`src/rtl/useq_next_addr.sv`:
```
// Micro-sequencer next-address stage.
// Decodes the sequencing opcode of the current micro-instruction into a
// load/increment decision plus a load address for the upc register. It also
// owns the sequencing state: the return-address stack, the loop counter, the
// condition-flag register and the sticky stack error flags.
module useq_next_addr #(
  parameter int AW    = 5,
  parameter int DEPTH = 4,
  parameter int NF    = 4
) (
  input  logic                    clk,
  input  logic                    reset,
  input  logic [AW-1:0]           upc,
  input  logic [2:0]              op,
  input  logic [AW-1:0]           br_addr,
  input  logic [$clog2(NF)-1:0]   cond_sel,
  input  logic                    cond_inv,
  input  logic [NF-1:0]           flag_in,
  input  logic                    flag_we,
  input  logic                    stall,
  output logic                    load_incr,
  output logic [AW-1:0]           upc_next,
  output logic                    stk_empty,
  output logic                    stk_full,
  output logic                    ovf_err,
  output logic                    unf_err,
  output logic                    loop_zero
);

  // Stack index width and stack-pointer width. The pointer needs one extra
  // bit so that it can count 0..DEPTH inclusive.
  localparam int IW  = $clog2(DEPTH);
  localparam int SPW = IW + 1;
  localparam logic [SPW-1:0] SP_FULL = SPW'(DEPTH);

  typedef enum logic [2:0] {
    OP_CONT  = 3'd0,
    OP_JMP   = 3'd1,
    OP_JCOND = 3'd2,
    OP_CALL  = 3'd3,
    OP_RET   = 3'd4,
    OP_LDCNT = 3'd5,
    OP_LOOP  = 3'd6,
    OP_HALT  = 3'd7
  } op_e;

  op_e op_dec;
  assign op_dec = op_e'(op);

  // Sequencing state
  logic [SPW-1:0] sp_q, sp_d;
  logic [AW-1:0]  cnt_q, cnt_d;
  logic [NF-1:0]  flags_q, flags_d;
  logic           ovf_q, ovf_d;
  logic           unf_q, unf_d;
  logic [AW-1:0]  stk_q [DEPTH];
  logic [AW-1:0]  stk_d [DEPTH];

  // Derived status
  logic          empty;
  logic          full;
  logic          cond;
  logic [IW-1:0] wr_idx;
  logic [IW-1:0] rd_idx;
  logic [AW-1:0] ret_addr;

  assign empty    = (sp_q == '0);
  assign full     = (sp_q == SP_FULL);
  // Condition always comes from the registered flags, so a flag written in
  // this cycle only becomes visible to the next micro-instruction.
  assign cond     = flags_q[cond_sel] ^ cond_inv;
  // Push goes to slot sp, pop reads slot sp-1; the index wraps modulo DEPTH,
  // which is harmless because push is blocked when full and pop when empty.
  assign wr_idx   = sp_q[IW-1:0];
  assign rd_idx   = wr_idx - IW'(1);
  // Return address wraps naturally at 2^AW.
  assign ret_addr = upc + AW'(1);

  assign stk_empty = empty;
  assign stk_full  = full;
  assign ovf_err   = ovf_q;
  assign unf_err   = unf_q;
  assign loop_zero = (cnt_q == '0);

  // Opcode decode: next-address outputs and next sequencing state
  always_comb begin
    load_incr = 1'b0;
    upc_next  = br_addr;
    sp_d      = sp_q;
    cnt_d     = cnt_q;
    ovf_d     = ovf_q;
    unf_d     = unf_q;
    stk_d     = stk_q;
    // The flag register is written regardless of stall.
    flags_d   = flag_we ? flag_in : flags_q;

    if (stall) begin
      // Freeze: re-load the current address, touch no sequencing state.
      load_incr = 1'b1;
      upc_next  = upc;
    end else begin
      unique case (op_dec)
        OP_CONT: begin
          load_incr = 1'b0;
        end
        OP_JMP: begin
          load_incr = 1'b1;
        end
        OP_JCOND: begin
          load_incr = cond;
        end
        OP_CALL: begin
          if (full) begin
            ovf_d = 1'b1;
          end else begin
            load_incr     = 1'b1;
            stk_d[wr_idx] = ret_addr;
            sp_d          = sp_q + SPW'(1);
          end
        end
        OP_RET: begin
          if (empty) begin
            unf_d = 1'b1;
          end else begin
            load_incr = 1'b1;
            upc_next  = stk_q[rd_idx];
            sp_d      = sp_q - SPW'(1);
          end
        end
        OP_LDCNT: begin
          cnt_d = br_addr;
        end
        OP_LOOP: begin
          // Counter saturates at zero: a LOOP with an exhausted count falls
          // through and leaves the counter at 0.
          if (cnt_q != '0) begin
            load_incr = 1'b1;
            cnt_d     = cnt_q - AW'(1);
          end
        end
        OP_HALT: begin
          load_incr = 1'b1;
          upc_next  = upc;
        end
        default: begin
          load_incr = 1'b0;
        end
      endcase
    end
  end

  // Control state register with asynchronous reset; an edge seen while
  // reset is asserted is discarded.
  always_ff @(posedge clk or posedge reset) begin
    if (reset) begin
      sp_q    <= '0;
      cnt_q   <= '0;
      flags_q <= '0;
      ovf_q   <= 1'b0;
      unf_q   <= 1'b0;
    end else begin
      sp_q    <= sp_d;
      cnt_q   <= cnt_d;
      flags_q <= flags_d;
      ovf_q   <= ovf_d;
      unf_q   <= unf_d;
    end
  end

  // Return-stack storage; contents are unreachable after reset because the
  // pointer is cleared, so the array itself carries no reset.
  always_ff @(posedge clk) begin
    stk_q <= stk_d;
  end

endmodule

```
`config.mk`:
```
export PLATFORM = sky130hd
export DESIGN_NAME = useq_next_addr
export DESIGN_NICKNAME = d
export VERILOG_FILES = /design/src/rtl/useq_next_addr.sv
export SDC_FILE = /design/constraint.sdc
export NUM_CORES = 1
export LEC_CHECK = 0
export CAP_MARGIN = 30
export CORE_ASPECT_RATIO = 0.6
export CORE_MARGIN = 1
export CORE_UTILIZATION = 62
export CTS_BUF_LIST = sky130_fd_sc_hd__clkbuf_16
export CTS_CLUSTER_DIAMETER = 50
export DETAILED_ROUTE_END_ITERATION = 10
export DONT_BUFFER_PORTS = 1
export MAX_ROUTING_LAYER = met4
export PLACE_DENSITY = 0.88
export RECOVER_POWER = 50
export SLEW_MARGIN = 30
export SYNTH_ARGS = -nofsm -noshare
export SYNTH_HDL_FRONTEND = slang
export SYNTH_SLANG_ARGS = --single-unit
```
`constraint.sdc`:
```
create_clock -name clk -period 2.9 [get_ports clk]
set_input_delay 0.58 -clock clk [delete_from_list [all_inputs] [get_ports clk]]
set_output_delay 0.58 -clock clk [all_outputs]
set_load 0.03 [all_outputs]
```
---- Word-level counts from Yosys, hierarchy flattened ----
Cells that the tools add are included.
word-level totals
  register bits after elaboration ......... 34
  input port bits ......................... 24
  output and inout bits ................... 11
  logic and storage cells ................. 67
cells by class
  add/subtract/negate cells ............... 5
  $lt $le $gt $ge ......................... 4
  equality and inequality tests ........... 11
  mux-type cells .......................... 21
  bitwise operators ....................... 5
  reductions and logical operators ........ 12
operators with widths
  kind                                                  number
  two-way mux 5 bit                                     6
  bitwise mux 20 bit                                    1
  case mux 5 bit (2 select lines)                       2
  equality test 3 bit (second input constant)           5
  AND reduction 3 bit                                   4
  binary-select mux 5 bit (select 2 bit)                1
  demux 5 bit (select 2 bit)                            1
  equality test 3 x 2 -> 1 bit (second input constant)  2
  >= comparator 3 bit (second input constant)           2
  two-way mux 3 bit                                     2
  != test 2 bit (second input constant)                 3
  NOT 2 -> 3 bit                                        2
  case mux 3 bit (2 select lines)                       1
  adder 5 x 1 -> 5 bit (second input constant)          1
  zero test 5 bit                                       1
  two-way mux 1 bit                                     5
  case mux 1 bit (5 select lines)                       1
  nonzero test 5 bit                                    1
  subtractor 5 x 1 -> 5 bit (second input constant)     1
  AND reduction 4 bit                                   1
  nonzero test 2 bit                                    2
  adder 3 x 1 -> 3 bit (second input constant)          1
  equality test 3 x 1 -> 1 bit (second input constant)  1
  zero test 3 bit                                       1
  9 further kinds                                       10

---- Longest topological paths before layout ----
Gate-level depths: netlist (run 1).
  word-level depth ........................ 8
  mapped depth ............................ 8
  gate-level depth less buffers ........... 7

---- Worst setup path after synthesis (run 1) ----
Ideal clock, no wire load.
  path type ............................... reg-to-output
  start ................................... reg cnt_q[0]
  end ..................................... out load_incr
  data arrival time ....................... 2.399 ns
  required time ........................... 2.320 ns
  slack ................................... -0.079 ns
  cell stages (with the launch flop) ...... 6
  buffers on the path ..................... 0
  cell sequence ........................... dfrtp_1 > inv_1 > ha_1 > nor4b_1 > a21oi_1 > a211o_1
on the way
  longest elaborated chain between the ends .. 4
ends and longest elaborated chain
  what                             line  source
  start: declaration               52    logic [AW-1:0] cnt_q, cnt_d;
  start signal: assignment         163   cnt_q <= cnt_d;
  nonzero test 5 bit               136   if (cnt_q != '0) begin
  two-way mux 1 bit                136
  case mux 1 bit (5 select lines)  102   unique case (op_dec)
  two-way mux 1 bit                97    if (stall) begin
  end: declaration                 21    output logic load_incr,
No other way between the ends.

---- Final worst setup path (run 1) ----
  start ................................... reg sp_q[0]
  end ..................................... out upc_next[0]
on the way
  longest elaborated chain between the ends .. 8
  elaborated cells on any way between the ends .. 9
  classes of those cells .................. add/sub (1); mux (6); bitwise (1); reduce/logical (1)
ends and longest elaborated chain
  what                                                   line  source
  start: declaration                                     51    logic [SPW-1:0] sp_q, sp_d;
  start signal: assignment                               162   sp_q <= sp_d;
  subtractor 2 x 1 -> 2 bit                              75    assign rd_idx = wr_idx - IW'(1);
  named net rd_idx[0]                                    64    logic [IW-1:0] rd_idx;
  NOT 2 -> 3 bit (implied by the code)                   126   upc_next = stk_q[rd_idx];
  binary-select mux 5 bit (select 2 bit)                 126
  two-way mux 5 bit (implied by the code) (2 in series)  126
  two-way mux 5 bit                                      122   if (empty) begin
  case mux 5 bit (2 select lines)                        102
  two-way mux 5 bit                                      97
  end: declaration                                       22    output logic [AW-1:0] upc_next,
The timed path passes the listed nets, and every way through them passes these cells. The select of a mux whose other input is x is not followed.

==> results of run 1 <==
-- cell families (layout without fill, tap and decap cells) --
| logic type | count (synthesis) | count (layout) | synth area share |
|---|---|---|---|
| compound gates | 30 | 30 | 0.118 |
| simple gates | 45 | 45 | 0.136 |
| mux | 12 | 12 | 0.101 |
| buf+inv | 17 | 23 | 0.0444 |
| xor+xnor | 8 | 8 | 0.0376 |
| fa+ha+maj | 7 | 7 | 0.0511 |
| flops | 34 | 34 | 0.511 |
-- final cells by class --
cell class | instances | area, um2 | area share
inverter | 11 | 41.3 | 0.0199
tap | 40 | 50.0 | 0.0241
clock inverter | 3 | 37.5 | 0.0181
sequential | 34 | 951 | 0.459
timing repair buffer | 4 | 30.0 | 0.0145
clock buffer | 5 | 125 | 0.0603
multi-input combinational | 102 | 838 | 0.404
-- layer usage --
metal  part of all wire  global-route usage  vias to the layer above  wire (um)
met5                  0                   -                        -          0
met4              0.033               0.184                        0        136
met2               0.47               0.449                       68       1950
li1                   -                   -                      569          -
met1               0.38               0.380                      619       1580
met3               0.11               0.114                       16        441
-- synthesized netlist by cell type (2+ instances only) --
library cell / number / share of area
a211o_1: 2 / 0.0094
nand3b_1: 3 / 0.012
xnor2_1: 5 / 0.024
mux2i_1: 2 / 0.011
mux2_2: 5 / 0.030
nor2_1: 8 / 0.016
inv_1: 10 / 0.020
nor3b_1: 3 / 0.012
nand2b_1: 3 / 0.010
o21ai_0: 8 / 0.022
clkbuf_1: 3 / 0.0060
buf_6: 2 / 0.012
nand2_1: 12 / 0.024
dfrtp_1: 14 / 0.19
mux4_2: 5 / 0.060
a22oi_1: 7 / 0.028
and2_1: 4 / 0.013
nor3_1: 4 / 0.011
ha_1: 6 / 0.040
xor2_1: 3 / 0.014
a21oi_1: 6 / 0.016
edfxtp_1: 20 / 0.32
nand3_1: 2 / 0.0054
-- path summary, 6_finish.rpt --
kind / from / endpoint
worst min register to register: flags_q[1]$_DFFE_PP0P_ / flags_q[1]$_DFFE_PP0P_
max in group asynchronous: reset / sp_q[0]$_DFFE_PP0P_
worst min-delay path: reset / cnt_q[0]$_DFFE_PP0P_
min in group clk: stall / unf_err$_DFFE_PP0P_
worst max-delay path: sp_q[0]$_DFFE_PP0P_ / upc_next[0]
worst max register to register: sp_q[0]$_DFFE_PP0P_ / stk_q[16]$_DFFE_PP_
-- placed cells by master, fill, tap and decap left out, types with 2 or more instances in the layout --
cell,count
nand3_1,2
o21ai_0,8
ha_1,6
clkbuf_16,5
nand2_1,12
a211o_1,2
mux2_2,5
nor3_1,4
mux4_2,5
edfxtp_1,20
inv_1,12
xnor2_1,5
a21oi_1,5
a22oi_1,7
dfrtp_1,14
nor2_1,8
nand2b_1,3
and2_1,4
nand3b_1,3
buf_4,4
xor2_1,3
mux2i_1,2
nor3b_1,3
-- report_power, final --
| part | internal (mW) | total, mW | switching, mW |
|---|---|---|---|
| sequential | 0.578 | 0.647 | 0.0692 |
| combinational | 0.230 | 0.522 | 0.291 |
| clock | 0.398 | 0.583 | 0.185 |
-- state kept, by name (all words and copies together), names as in the netlist --
name and count:
stk_q 20, cnt_q 5, flags_q 4, sp_q 3, ovf_err 1, unf_err 1
-- worst max-delay path: stages (launching register included) --
cell and delay (ps):
dfrtp_1 380, inv_1 170, ha_1 270, nand2b_1 160, inv_1 140, nor3_1 50, buf_4 150, a22oi_1 180
nand2_1 240
==> impl_metrics.csv, run 1 <==
group,metric,value,unit
placement,pre_cts_ws,562,ps
hold_path,hold_class,"in -> async",
timing,rsz0062_at_grt,"no",
power_and_ir_drop,p_leak,0.825,nW
power_and_ir_drop,vdd_ir_drop_max,0.553,mV
routing,first_iter_violations,133,
yosys,syn-instance-count,153,
worst_setup_path,r2r_cells,4,
timing,fmax,383,MHz
routing,vias,1272,
grt,grt_overflow_total,0,
placement,place_inst,191,
yosys,ys_ff_latch,34,
die,dieArea,3230,um2
clock_network,cts_setup_buffers,0,
die,die_w,72.7,um
grt,grt_pass1_wl,6590,um
timing,worstMarginPinSlew,856,ps
placement,post_dp_cell_area,1910,um2
clock_network,cts_tree,"built",
clock_network,cts_hold_buf,0,
die,core,2660,um2
timing,final.setup.worst_slack,290,ps
yosys,ys.flop_type,"edfxtp_1",
layout,drive_gt1_frac,0.176,
layout,final_nets,189,
timing,finalSetupViolCount,0,
timing,slew_violations,0,
die,rows,14,
worst_setup_path,critPathCaptureType,"output port",
power_and_ir_drop,power,1.75,mW
routing,drtPass1Iterations,4,
timing,slew_headroom,0.425,
yosys,async_flop_share,0.412,
layout,fillers,156,
clock_network,clk_pin_slew,50,ps
timing,setup-tns-final,0,ps
layout,instances_no_fill,199,
yosys,syn_nets,184,
placement,dpl.hpwl,2960,um
clock_network,cts-buffers-inserted,5,
layout,area_growth,11.4,%
clock_network,cts_sinks,34,
clock_network,cts_max_level,2,
grt,grt_antenna_before_repair,0,
yosys,avgSynthCellArea,12.2,um2
worst_setup_path,r2r_setup_slack,850,ps
placement,routabilityCongestion,0.873,
worst_setup_path,arrival,2030,ps
layout,antenna_cells,0,
die,start_util,0.699,
worst_setup_path,worstPathMaxFanout,5,
clock_network,post_cts_resized,0,
die,die_y,44.4,um
grt,grt_pass1_vias,1309,
timing,worst_hold_slack,236,ps
clock_network,cts_root_buffer,"clkbuf_16",
outcome,status,"completed",
routing,wire_per_inst,20.6,um
layout,finish.utilization,0.779,
timing,hold_viol_final,0,
layout,fin_area,2070,um2
placement,port_buffers,0,
routing,drcViolationCount,0,
yosys,synth_edf_count,20,
grt,grt_max_degree,15,
worst_setup_path,critPathKind,"reg -> out",
routing,vias_per_cell,6.39,
power_and_ir_drop,power_density,845,nW/um2
timing,fin_crit,2610,ps
worst_setup_path,critPathRequiredTime,2320,ps
yosys,synth.distinct_cells,39,
timing,period_share,0.900,
yosys,yosysWarnings,0,
yosys,syn_area,1860,um2
die,ioPinCount,35,
grt,grt.total_usage,0.311,
yosys,synth-seq-area-share,0.511,
routing,wirelength,4110,um
clock_network,clk_latency,270,ps
timing,finalClockSkew,1.86,ps
worst_setup_path,start_kind,"flop",
flow_run,drv_cap,0,
routing,antenna_left,0,
clock_network,cts_buffer_depth,2,
Note: power is estimated with default switching activity, not from simulation.
==> run 2, diff against run 1 <==
CELL_PAD_IN_SITES_DETAIL_PLACEMENT = 0   (was default)
CELL_PAD_IN_SITES_GLOBAL_PLACEMENT = 1   (was default)
CORE_UTILIZATION = 50   (was 62)
PLACE_DENSITY = 0.89   (was 0.88)
==> impl_metrics.csv, run 2 (same netlist as run 1, synthesis figures left out) <==
group,metric,value,unit
outcome,status,"completed",
routing,antenna_left,0,
grt,grt_overflow_total,0,
layout,layout_commonest_cell,"edfxtp_1",
hold_path,hold_class,"in -> async",
routing,vias,1214,
power_and_ir_drop,p_leak,0.808,nW
routing,vias_per_cell,5.95,
timing,worst_hold_slack,230,ps
timing,worstMarginPinSlew,802,ps
die,die_w,80.8,um
die,core,3400,um2
clock_network,clk_pin_slew,60,ps
placement,routabilityCongestion,0.768,
timing,finalClockSkew,7.72,ps
grt,grt_pass1_vias,1232,
clock_network,cts_buffer_depth,2,
power_and_ir_drop,power_frac_seq,0.388,
power_and_ir_drop,vdd_ir_drop_max,0.547,mV
worst_setup_path,r2r_cells,7,
clock_network,cts_max_level,2,
power_and_ir_drop,p_sw,0.536,mW
clock_network,cts-buffers-inserted,5,
clock_network,cts_sinks,34,
clock_network,cts_tree,"built",
layout,reg_top3,"stk_q x20, cnt_q x5, flags_q x4",
worst_setup_path,critPathRequiredTime,2320,ps
routing,first_iter_violations,56,
clock_network,cts_setup_buffers,0,
layout,mostFrequentLayoutCells,"edfxtp_1 (20), dfrtp_1 (14), nand2_1 (12)",
worst_setup_path,worstPathMaxFanout,5,
grt,grt.total_usage,0.221,
routing,drtPass1Iterations,4,
timing,slew_violations,0,
timing,final.setup.worst_slack,185,ps
worst_setup_path,critPathCaptureType,"output port",
placement,pre_cts_ws,523,ps
routing,drcViolationCount,0,
timing,hold_viol_final,0,
timing,slew_headroom,0.461,
placement,dpl.hpwl,2910,um
timing,fin_crit,2720,ps
die,start_util,0.547,
timing,rsz0062_at_grt,"no",
flow_run,drv_cap,0,
timing,fmax,368,MHz
worst_setup_path,arrival,2140,ps
clock_network,cts_root_buffer,"clkbuf_16",
timing,period_share,0.936,
clock_network,clk_latency,280,ps
power_and_ir_drop,power,1.66,mW
grt,grt_pass1_wl,6030,um
layout,area_growth,10.3,%
clock_network,cts_hold_buf,0,
power_and_ir_drop,p_clk_frac,0.308,
clock_network,post_cts_resized,0,
power_and_ir_drop,power_density,806,nW/um2
timing,setup-tns-final,0,ps
die,rows,16,
layout,final_nets,189,
routing,wire_per_inst,18.8,um
power_and_ir_drop,intPower,1.12,mW
power_and_ir_drop,swShare,0.323,
routing,wirelength,3830,um
power_and_ir_drop,p_comb_frac,0.304,
placement,port_buffers,0,
worst_setup_path,start_kind,"flop",
die,die_y,49.3,um
layout,top_register,"stk_q",
grt,grt_antenna_before_repair,0,
layout,drive_gt1_frac,0.182,
layout,largest_reg_flops,20,
grt,grt_max_degree,15,
timing,finalSetupViolCount,0,
worst_setup_path,critPathKind,"reg -> out",
die,ioPinCount,35,
layout,antenna_cells,0,
die,dieArea,3980,um2
==> run 2: worst max-delay path, cell delays in order, from the launching register on <==
cell and delay (ps):
dfrtp_1 400, inv_1 150, ha_1 250, nand2b_1 140
a21oi_1 470, a22oi_1 180, nand2_1 270
==> run 2: power groups by stage <==
| stage | Combinational (mW) | Clock (mW) | Sequential (mW) |
|---|---|---|---|
| 6_report | 0.503 | 0.510 | 0.643 |
| 5_1_grt | 0.554 | 0.533 | 0.651 |
| 4_1_cts | 0.504 | 0.515 | 0.642 |
| 3_5_place_dp | 0.501 | 0 | 0.651 |
| 3_3_place_gp | 0.482 | 0 | 0.646 |
| 2_1_floorplan | 0.404 | 0 | 0.639 |
==> run 2: cell type report <==
class,instances,area (um2)
fill,267,1350
timing repair buffer,4,30.0
clock buffer,5,125
tap,45,56.3
clock inverter,3,16.3
sequential,34,951
inverter,11,41.3
multi-input combinational,102,835
==> run 2: layer usage <==
| layer | vias to the layer above | routed length, um | GRT usage |
|---|---|---|---|
| li1 | 564 | - | - |
| met2 | 36 | 1730 | 0.308 |
| met4 | 0 | 32 | 0.0714 |
| met5 | - | 0 | - |
| met1 | 610 | 1740 | 0.295 |
| met3 | 4 | 327 | 0.0879 |
==> run 2: final timing paths <==
path	to	startpoint	slack (ps)
min	cnt_q[3]$_DFFE_PP0P_	reset	230
max in group asynchronous	sp_q[0]$_DFFE_PP0P_	reset	2290
max	upc_next[4]	sp_q[1]$_DFFE_PP0P_	180
max reg2reg	cnt_q[3]$_DFFE_PP0P_	cnt_q[0]$_DFFE_PP0P_	860
min reg2reg	flags_q[0]$_DFFE_PP0P_	flags_q[0]$_DFFE_PP0P_	510
min in group clk	unf_err$_DFFE_PP0P_	stall	400
==> run 2: metrics by stage <==
stage	std cells	util	instance area, um2
floorplan	153	-	1870
global placement	196	0.562	1910
detailed placement	196	0.562	1910
CTS	204	0.604	2050
global route	204	0.604	2050
finish	204	0.604	2050
